==> src/rtl/mem_rr_sched.sv <==
// Round-robin scheduler sharing one memory/data port between two cores (optional watchdog: MEM_RR_SCHED_TIMEOUT_EN).
// Latency: strobe -> busy +1, issue +2; port busy fall -> rdata/busy release +1. Backpressure: busy strobes are dropped.
// Backpressure: the port's busy signal holds the scheduler in IDLE/ARM/WAIT.
module mem_rr_sched #(
    parameter int TIMEOUT_W = 8
) (
    input  logic        CLK,
    input  logic        RST_X,
    input  logic        req_le0,
    input  logic        req_le1,
    input  logic        req_we0,
    input  logic        req_we1,
    input  logic [31:0] req_addr0,
    input  logic [31:0] req_addr1,
    input  logic [31:0] req_wdata0,
    input  logic [31:0] req_wdata1,
    output logic        req_busy0,
    output logic        req_busy1,
    output logic [31:0] rdata0,
    output logic [31:0] rdata1,
    output logic [31:0] mem_addr,
    output logic [31:0] mem_wdata,
    output logic        mem_le,
    output logic        mem_we,
    input  logic [31:0] mem_rdata,
    input  logic        mem_busy,
    output logic        grant,
    output logic        err
);
    typedef enum logic [1:0] {S_IDLE = 2'd0, S_ARM = 2'd1, S_WAIT = 2'd2} state_t;

    if (TIMEOUT_W < 2) begin : g_bad_cfg
        $error("TIMEOUT_W must be at least 2");
    end

    state_t      r_state, w_next;
    logic [1:0]  r_pend, r_ld;
    logic [31:0] r_addr  [2];
    logic [31:0] r_wdata [2];
    logic [31:0] r_rdata [2];
    logic        r_last, r_grant, r_le, r_we;
    logic [31:0] r_maddr, r_mwdata;

    logic [1:0]  w_le, w_we, w_acc;
    logic [31:0] w_addr  [2];
    logic [31:0] w_wdata [2];
    logic        w_sel, w_issue, w_drop, w_done, w_abort, w_release;

`ifdef MEM_RR_SCHED_TIMEOUT_EN
    localparam logic [TIMEOUT_W-1:0] TMO_LAST = {{(TIMEOUT_W-1){1'b1}}, 1'b0};
    logic [TIMEOUT_W-1:0] r_tmo;
    logic                 r_err;
`endif

    assign w_le      = {req_le1, req_le0};
    assign w_we      = {req_we1, req_we0};
    assign w_addr[0] = req_addr0;
    assign w_addr[1] = req_addr1;
    assign w_wdata[0] = req_wdata0;
    assign w_wdata[1] = req_wdata1;
    assign w_acc     = (w_le | w_we) & ~r_pend;
    // A tie goes to the core that did not own the previous transaction.
    assign w_sel     = (&r_pend) ? ~r_last : r_pend[1];
    assign w_release = w_done | w_abort;

    always_comb begin
        w_next  = r_state;
        w_issue = 1'b0;
        w_drop  = 1'b0;
        w_done  = 1'b0;
        w_abort = 1'b0;
        case (r_state)
            S_IDLE: begin
                if (!mem_busy && (|r_pend)) begin
                    w_issue = 1'b1;
                    w_next  = S_ARM;
                end
            end
            S_ARM: begin
                if (mem_busy) begin
                    w_drop = 1'b1;
                    w_next = S_WAIT;
                end
`ifdef MEM_RR_SCHED_TIMEOUT_EN
                else if (r_tmo == TMO_LAST) begin
                    w_abort = 1'b1;
                    w_next  = S_IDLE;
                end
`endif
            end
            S_WAIT: begin
                if (!mem_busy) begin
                    w_done = 1'b1;
                    w_next = S_IDLE;
                end
            end
            default: w_next = S_IDLE;
        endcase
    end

    always_ff @(posedge CLK or negedge RST_X) begin
        if (!RST_X) r_state <= S_IDLE;
        else        r_state <= w_next;
    end

    always_ff @(posedge CLK or negedge RST_X) begin
        if (!RST_X) begin
            r_pend <= '0;
            r_ld   <= '0;
            for (int i = 0; i < 2; i++) begin
                r_addr[i]  <= '0;
                r_wdata[i] <= '0;
                r_rdata[i] <= '0;
            end
        end else begin
            for (int i = 0; i < 2; i++) begin
                if (w_acc[i]) begin
                    r_pend[i]  <= 1'b1;
                    r_ld[i]    <= w_le[i];
                    r_addr[i]  <= w_addr[i];
                    r_wdata[i] <= w_wdata[i];
                end else if (w_release && r_grant == 1'(i)) begin
                    r_pend[i] <= 1'b0;
                end
                if (w_done && r_ld[i] && r_grant == 1'(i)) r_rdata[i] <= mem_rdata;
            end
        end
    end

    // Address/data stay on the port after a transaction; only the strobes return to 0.
    always_ff @(posedge CLK or negedge RST_X) begin
        if (!RST_X) begin
            r_maddr  <= '0;
            r_mwdata <= '0;
            r_le     <= 1'b0;
            r_we     <= 1'b0;
            r_grant  <= 1'b0;
            r_last   <= 1'b1;
        end else begin
            if (w_issue) begin
                r_maddr  <= r_addr[w_sel];
                r_mwdata <= r_wdata[w_sel];
                r_le     <= r_ld[w_sel];
                r_we     <= ~r_ld[w_sel];
                r_grant  <= w_sel;
            end else if (w_drop || w_abort) begin
                r_le <= 1'b0;
                r_we <= 1'b0;
            end
            if (w_release) r_last <= r_grant;
        end
    end

`ifdef MEM_RR_SCHED_TIMEOUT_EN
    always_ff @(posedge CLK or negedge RST_X) begin
        if (!RST_X) begin
            r_tmo <= '0;
            r_err <= 1'b0;
        end else begin
            r_err <= w_abort;
            if (r_state != S_ARM) r_tmo <= '0;
            else                  r_tmo <= r_tmo + 1'b1;
        end
    end
    assign err = r_err;
`else
    assign err = 1'b0;
`endif

    assign req_busy0 = r_pend[0];
    assign req_busy1 = r_pend[1];
    assign rdata0    = r_rdata[0];
    assign rdata1    = r_rdata[1];
    assign mem_addr  = r_maddr;
    assign mem_wdata = r_mwdata;
    assign mem_le    = r_le;
    assign mem_we    = r_we;
    assign grant     = r_grant;
endmodule
==> config.mk <==
export PLATFORM = sky130hd
export DESIGN_NAME = mem_rr_sched
export DESIGN_NICKNAME = d
export VERILOG_FILES = /design/src/rtl/mem_rr_sched.sv
export SDC_FILE = /design/constraint.sdc
export NUM_CORES = 1
export LEC_CHECK = 0
export ABC_CLOCK_PERIOD_IN_PS = 1700
export CORE_MARGIN = 1.5
export CORE_UTILIZATION = 40
export CTS_CLUSTER_SIZE = 10
export DETAILED_ROUTE_END_ITERATION = 6
export PLACE_DENSITY = 0.76
export SLEW_MARGIN = 0
export SYNTH_ARGS = -nofsm -noshare
export SYNTH_HDL_FRONTEND = slang
export SYNTH_SLANG_ARGS = --single-unit
==> constraint.sdc <==
create_clock -name CLK -period 1.7 [get_ports CLK]
set_input_delay 0.425 -clock CLK [delete_from_list [all_inputs] [get_ports CLK]]
set_output_delay 0.425 -clock CLK [all_outputs]
set_load 0.02 [all_outputs]
==> results.toml, run 1 <==
[setup_path]
r2r-end = "mem_addr[11]"
reg2regPathDepth = 7
r2r_start = "r_pend[0]"
cp_max_fo = 6
cp-start-kind = "flop"
critPathRequiredTime_ns = 2.12
critPathKind = "flop to flop"
ff2ff_setup_slack_ns = -0.13
critical_path.endpoint_type = "flop"
crit_arrival_ns = 2.25

[drt]
first_pass_iters = 7
dr.first_iter.drc_count = 312
avgViaCountPerCell = 5.01
drc_errors = 22
totalWireLength_um = 27300
avgRoutedWirePerCell_um = 20.3
vias = 6738
ant_nets = 0

[hold_path]
hold_path_class = "input port to async pin"

[layout]
layout.nets = 1163
final_cell_mix = "260 x dfrtp_1, 215 x mux2_2, 164 x clkdlybuf4s50_1"
fin_util = 0.606
fill_cells = 1980
area_growth_pct = 48.2
drive_gt1_frac = 0.440
diodes = 0
final_common_cell = "dfrtp_1"

[clock_tree]
cts_sinks = 266
cts_root_buf = "clkbuf_16"
cts_max_level = 1
clkTransAtPathRegs_ns = 0.06
cts.path.max_buffers = 3
clk_latency_ns = 0.54
cts_buffers = 31
cts_tree = "done"

[pwr]
power.total_uw = 32000
switching_share = 0.322
peakVddDrop_uv = 985
internal_power_uw = 21700
p_leak_uw = 0.00724
p_seq_frac = 0.354
p_switching_uw = 10300
combPwrFrac = 0.465
p_clk_frac = 0.181
p_per_area_mw_per_mm2 = 2010

[die]
io_pins = 301
core_region_area_mm2 = 0.0262
die_area_mm2 = 0.0278
die_x_um = 167
start_util = 0.409
std_cell_rows = 59
fp.dieH_um = 167

[outcome]
violations = "DRC, setup timing"
status = "complete, but fails checks"

[placement]
io_buffers = 299
hpwlAfterDp_um = 17600
place_congestion = 0.734

[sta]
slew_violations = 0
finalClockSkew_ns = 0.00909
fmax_mhz = 545
rsz0062_at_grt = "yes"
fin_ws_ns = -0.134
period_share = 1.08
setup_viol = 65
fin_crit_ns = 1.83
finalHoldViolCount = 0

[logic_synthesis]
synthesis.nets = 818
synth-warning-count = 0
syn_area_mm2 = 0.0107
syn_inst = 651
yosysSeqAreaShare = 0.621
postSynthAreaPerCell_um2 = 16.5
ys_ff_latch = 266
ys_types = 25

[job]
maxCapViolCount = 0

[grt]
antenna_found_initial = 0
grt_overflow = 0
grt_pass1_vias = 7434
grt_pass1_wl_um = 43000
grt_max_degree = 66
grt_usage = 0.198
[synthesized netlist by cell type]
master / count / area [um2]
buf_4: 9 / 67.6
nor2_1: 1 / 3.75
and2_1: 2 / 12.5
inv_1: 2 / 7.51
o21bai_1: 1 / 7.51
o21ai_0: 3 / 15.0
nor3_1: 2 / 10.0
buf_2: 21 / 105
nor2b_1: 1 / 6.26
dfstp_2: 1 / 26.3
conb_1: 1 / 3.75
nand3b_2: 1 / 11.3
a21boi_1: 1 / 7.51
xor2_1: 1 / 8.76
and3_1: 1 / 6.26
nor4_2: 1 / 12.5
buf_6: 6 / 67.6
mux2_1: 2 / 22.5
mux2_2: 322 / 3630
dfrtp_1: 265 / 6630
nor3b_4: 1 / 18.8
a21bo_2: 1 / 10.0
mux2i_1: 2 / 20.0
nand3b_1: 1 / 7.51
nand2_1: 2 / 7.51
[stage by stage]
| stage | cell area (um2) | instances | setup WS [ns] | hold slack (ns) | setup TNS (ns) |
|---|---|---|---|---|---|
| 2_1_floorplan | 10700 | 651 | 0.0124 | 0.129 | 0 |
| 3_3_place_gp | 14400 | 1283 | -0.580 | 0.328 | -87.55 |
| 3_5_place_dp | 14400 | 1283 | -0.609 | 0.327 | -89.18 |
| 4_1_cts | 15900 | 1346 | -0.168 | 0.341 | -6.77 |
| 5_1_grt | 15900 | 1345 | -0.171 | 0.360 | -7.13 |
| 6_report | 15900 | 1345 | -0.134 | 0.350 | -4.40 |
[area by class of cell]
class	count	area [um2]	area share
Tap cell	335	419	0.0264
Clock inverter	2	12.5	0.000787
Inverter	2	7.51	0.000472
Clock buffer	45	848	0.0534
Timing Repair Buffer	348	3670	0.231
Sequential cell	266	6660	0.419
Multi-Input combinational cell	347	4270	0.269
[registers in the layout, indices dropped and copies added (netlist names), 2 cells and up]
register / cells
r_addr: 64
mem_wdata: 32
rdata0: 32
r_wdata: 64
r_state: 2
r_ld: 2
r_pend: 2
mem_addr: 32
rdata1: 32
[repair_timing]
action | CTS | global route
endpoints found under the hold margin | 28 | 0
gates resized for setup | 299 | 93
hold buffers | 1 | 0
setup endpoints to repair | 199 | 170
gates cloned | 6 | 2
buffers inserted | 9 | 1
pin swaps | 0 | 1
[cell families (layout without fill, tap and decap cells)]
kind of cell    count (synthesis)  count (layout)  synth area share
compound gates                  6               6           0.00373
xor+xnor                        1               1          0.000817
buf+inv                        38             397            0.0231
flops                         266             266             0.621
mux                           326             326             0.342
other cells                     1               1          0.000350
simple gates                   13              13           0.00899
[power groups by stage]
stage | logic, uW | clock network (uW) | registers (uW)
6_report | 14900 | 5790 | 11300
4_1_cts | 15100 | 5950 | 11300
2_1_floorplan | 5980 | 0 | 12900
5_1_grt | 15700 | 6230 | 11800
3_5_place_dp | 13200 | 0 | 11300
3_3_place_gp | 13000 | 0 | 11200
[per-layer routing]
layer  routed length (um)  part of all wire  global-route usage
met1                10900              0.40               0.245
met2                13600              0.50               0.341
met3                 1960             0.072              0.0532
met4                  747             0.027              0.0565
met5                    0                 0                   0
[worst max-delay path by stage]
stage | start | to | slack (ns)
floorplan | r_pend[0] | mem_addr[0] | 0.01
global placement | mem_busy | mem_wdata[7] | -0.58
global route | r_pend[0] | mem_addr[11] | -0.17
finish | r_pend[0] | mem_addr[11] | -0.13
CTS | r_pend[0] | mem_addr[18] | -0.17
detailed placement | mem_busy | mem_addr[31] | -0.61
[worst max-delay path, stage by stage, from the launching register on]
cell	delay, ns
dfrtp_2	0.42
buf_12	0.13
a21boi_4	0.19
buf_12	0.15
buf_12	0.12
buf_16	0.13
mux2_4	0.31
mux2_4	0.26
No activity file was read; power rests on OpenSTA's default activity.
==> run 2, diff against run 1 <==
- PLACE_DENSITY: 0.76 -> 0.81
- SKIP_CTS_REPAIR_TIMING: default -> 1
==> run 2 against run 1 <==
  * The run still ends with DRC, setup timing left
  * Power is 1.5% higher
  * Hold slack better by 0.049 ns
  * Register-to-register slack better by 0.07 ns
  * Critical path type unchanged
  * Largest cell class unchanged
==> results.toml, run 2 (synthesis results as in run 1) <==
[die]
io_pins = 301
start_util = 0.409
core_region_area_mm2 = 0.0262
std_cell_rows = 59
fp.dieH_um = 167
die_x_um = 167
die_area_mm2 = 0.0278

[setup_path]
critical_path.endpoint_type = "flop"
critPathKind = "flop to flop"
r2r_start = "r_pend[0]"
ff2ff_setup_slack_ns = -0.07
critPathRequiredTime_ns = 2.11
crit_arrival_ns = 2.18
cp-start-kind = "flop"
cp_max_fo = 7
crit_start = "r_pend[0]"

[drt]
totalWireLength_um = 28000
dr.first_iter.drc_count = 324
avgViaCountPerCell = 5.07
vias = 6842
drc_errors = 23
first_pass_iters = 7
ant_nets = 0
avgRoutedWirePerCell_um = 20.8

[sta]
finalHoldViolCount = 0
fmax_mhz = 566
period_share = 1.04
fin_crit_ns = 1.77
fin_ws_ns = -0.0676
slew_violations = 0
finalClockSkew_ns = 0.0164
setup_viol = 48
rsz0062_at_grt = "yes"

[grt]
grt_pass1_vias = 7372
grt_pass1_wl_um = 40400
grt_overflow = 0
antenna_found_initial = 1
grt_usage = 0.182
grt_max_degree = 48

[pwr]
peakVddDrop_uv = 1050
p_per_area_mw_per_mm2 = 1990
power.total_uw = 32500
p_leak_uw = 0.00863

[clock_tree]
cts_max_level = 1
clk_latency_ns = 0.54
cts_root_buf = "clkbuf_16"
cts_sinks = 266
cts.path.max_buffers = 3
cts_tree = "done"
clkTransAtPathRegs_ns = 0.06
cts_buffers = 30

[layout]
final_area_mm2 = 0.0163
layout.nets = 1167
area_growth_pct = 52.2
largestRegisters = "r_addr x64, r_wdata x64"
register_area_mm2 = 0.00666
final_cell_mix = "261 x dfrtp_1, 225 x mux2_2, 165 x clkdlybuf4s50_1"
multi_input_comb_area_mm2 = 0.00424
layout.cells.non_filler = 1350
fin_util = 0.623
drive_gt1_frac = 0.418
fill_cells = 1822
final_common_cell = "dfrtp_1"

[hold_path]
hold_path_class = "input port to async pin"

[placement]
hpwlAfterDp_um = 18000
io_buffers = 299
placed_cells = 1288
place_congestion = 0.747
placed_area_mm2 = 0.0144

[outcome]
status = "complete, but fails checks"
violations = "DRC, setup timing"

[job]
maxCapViolCount = 0
[run 2: changes by cell type in the layout (fill, tap and decap cells not counted), moves of 5 or more]
cell,delta
mux2_2,+10
mux2_4,-10
buf_4,+5
clkbuf_16,+5
clkbuf_2,-15
dlymetal6s2s_1,+131
dlygate4sd2_1,-36
clkdlybuf4s15_1,-75
[run 2: final cells by class]
class / instances / area share
sequential: 266 / 0.408
multi-input combinational: 347 / 0.260
timing repair buffer: 353 / 0.254
clock buffer: 46 / 0.0516
tap: 335 / 0.0257
inverter: 2 / 0.000460
antenna: 1 / 0.000153
[run 2: routing by layer]
| layer | vias up | share of wire | GRT usage |
|---|---|---|---|
| li1 | 3018 | - | - |
| met1 | 3528 | 0.40 | 0.223 |
| met2 | 242 | 0.50 | 0.312 |
| met3 | 54 | 0.069 | 0.0492 |
| met4 | 0 | 0.033 | 0.0621 |
| met5 | - | 0 | 0 |
[run 2: worst max-delay path, stage by stage (launching register included)]
cell      delay (ns)
dfrtp_2         0.44
a21boi_4        0.24
buf_12          0.20
buf_16          0.15
mux2_2          0.34
mux2_2          0.27
[run 2: path summary, 6_finish.rpt]
path | cells after the start | end
worst max-delay path | 5 | mem_addr[1]
min in group CLK | 1 | rdata1[11]
worst max register to register | 5 | mem_addr[1]
worst min-delay path | 2 | r_wdata[50]
max in group asynchronous | 3 | r_last
worst min register to register | 1 | rdata1[11]
[run 2: through the flow]
step | setup WS [ns] | setup TNS [ns] | hold WS [ns]
6_report | -0.0676 | -1.22 | 0.398
5_1_grt | -0.131 | -5.13 | 0.432
4_1_cts | -0.522 | -37.96 | -0.199
3_5_place_dp | -0.443 | -73.66 | 0.376
3_3_place_gp | -0.399 | -66.38 | 0.374
2_1_floorplan | 0.0124 | 0 | 0.129
[run 2: power by group]
part | switching (uW) | total, uW | internal (uW)
Combinational | 6160 | 15400 | 9250
Clock | 2340 | 5670 | 3340
Sequential | 1790 | 11400 | 9600
Total | 10300 | 32500 | 22200
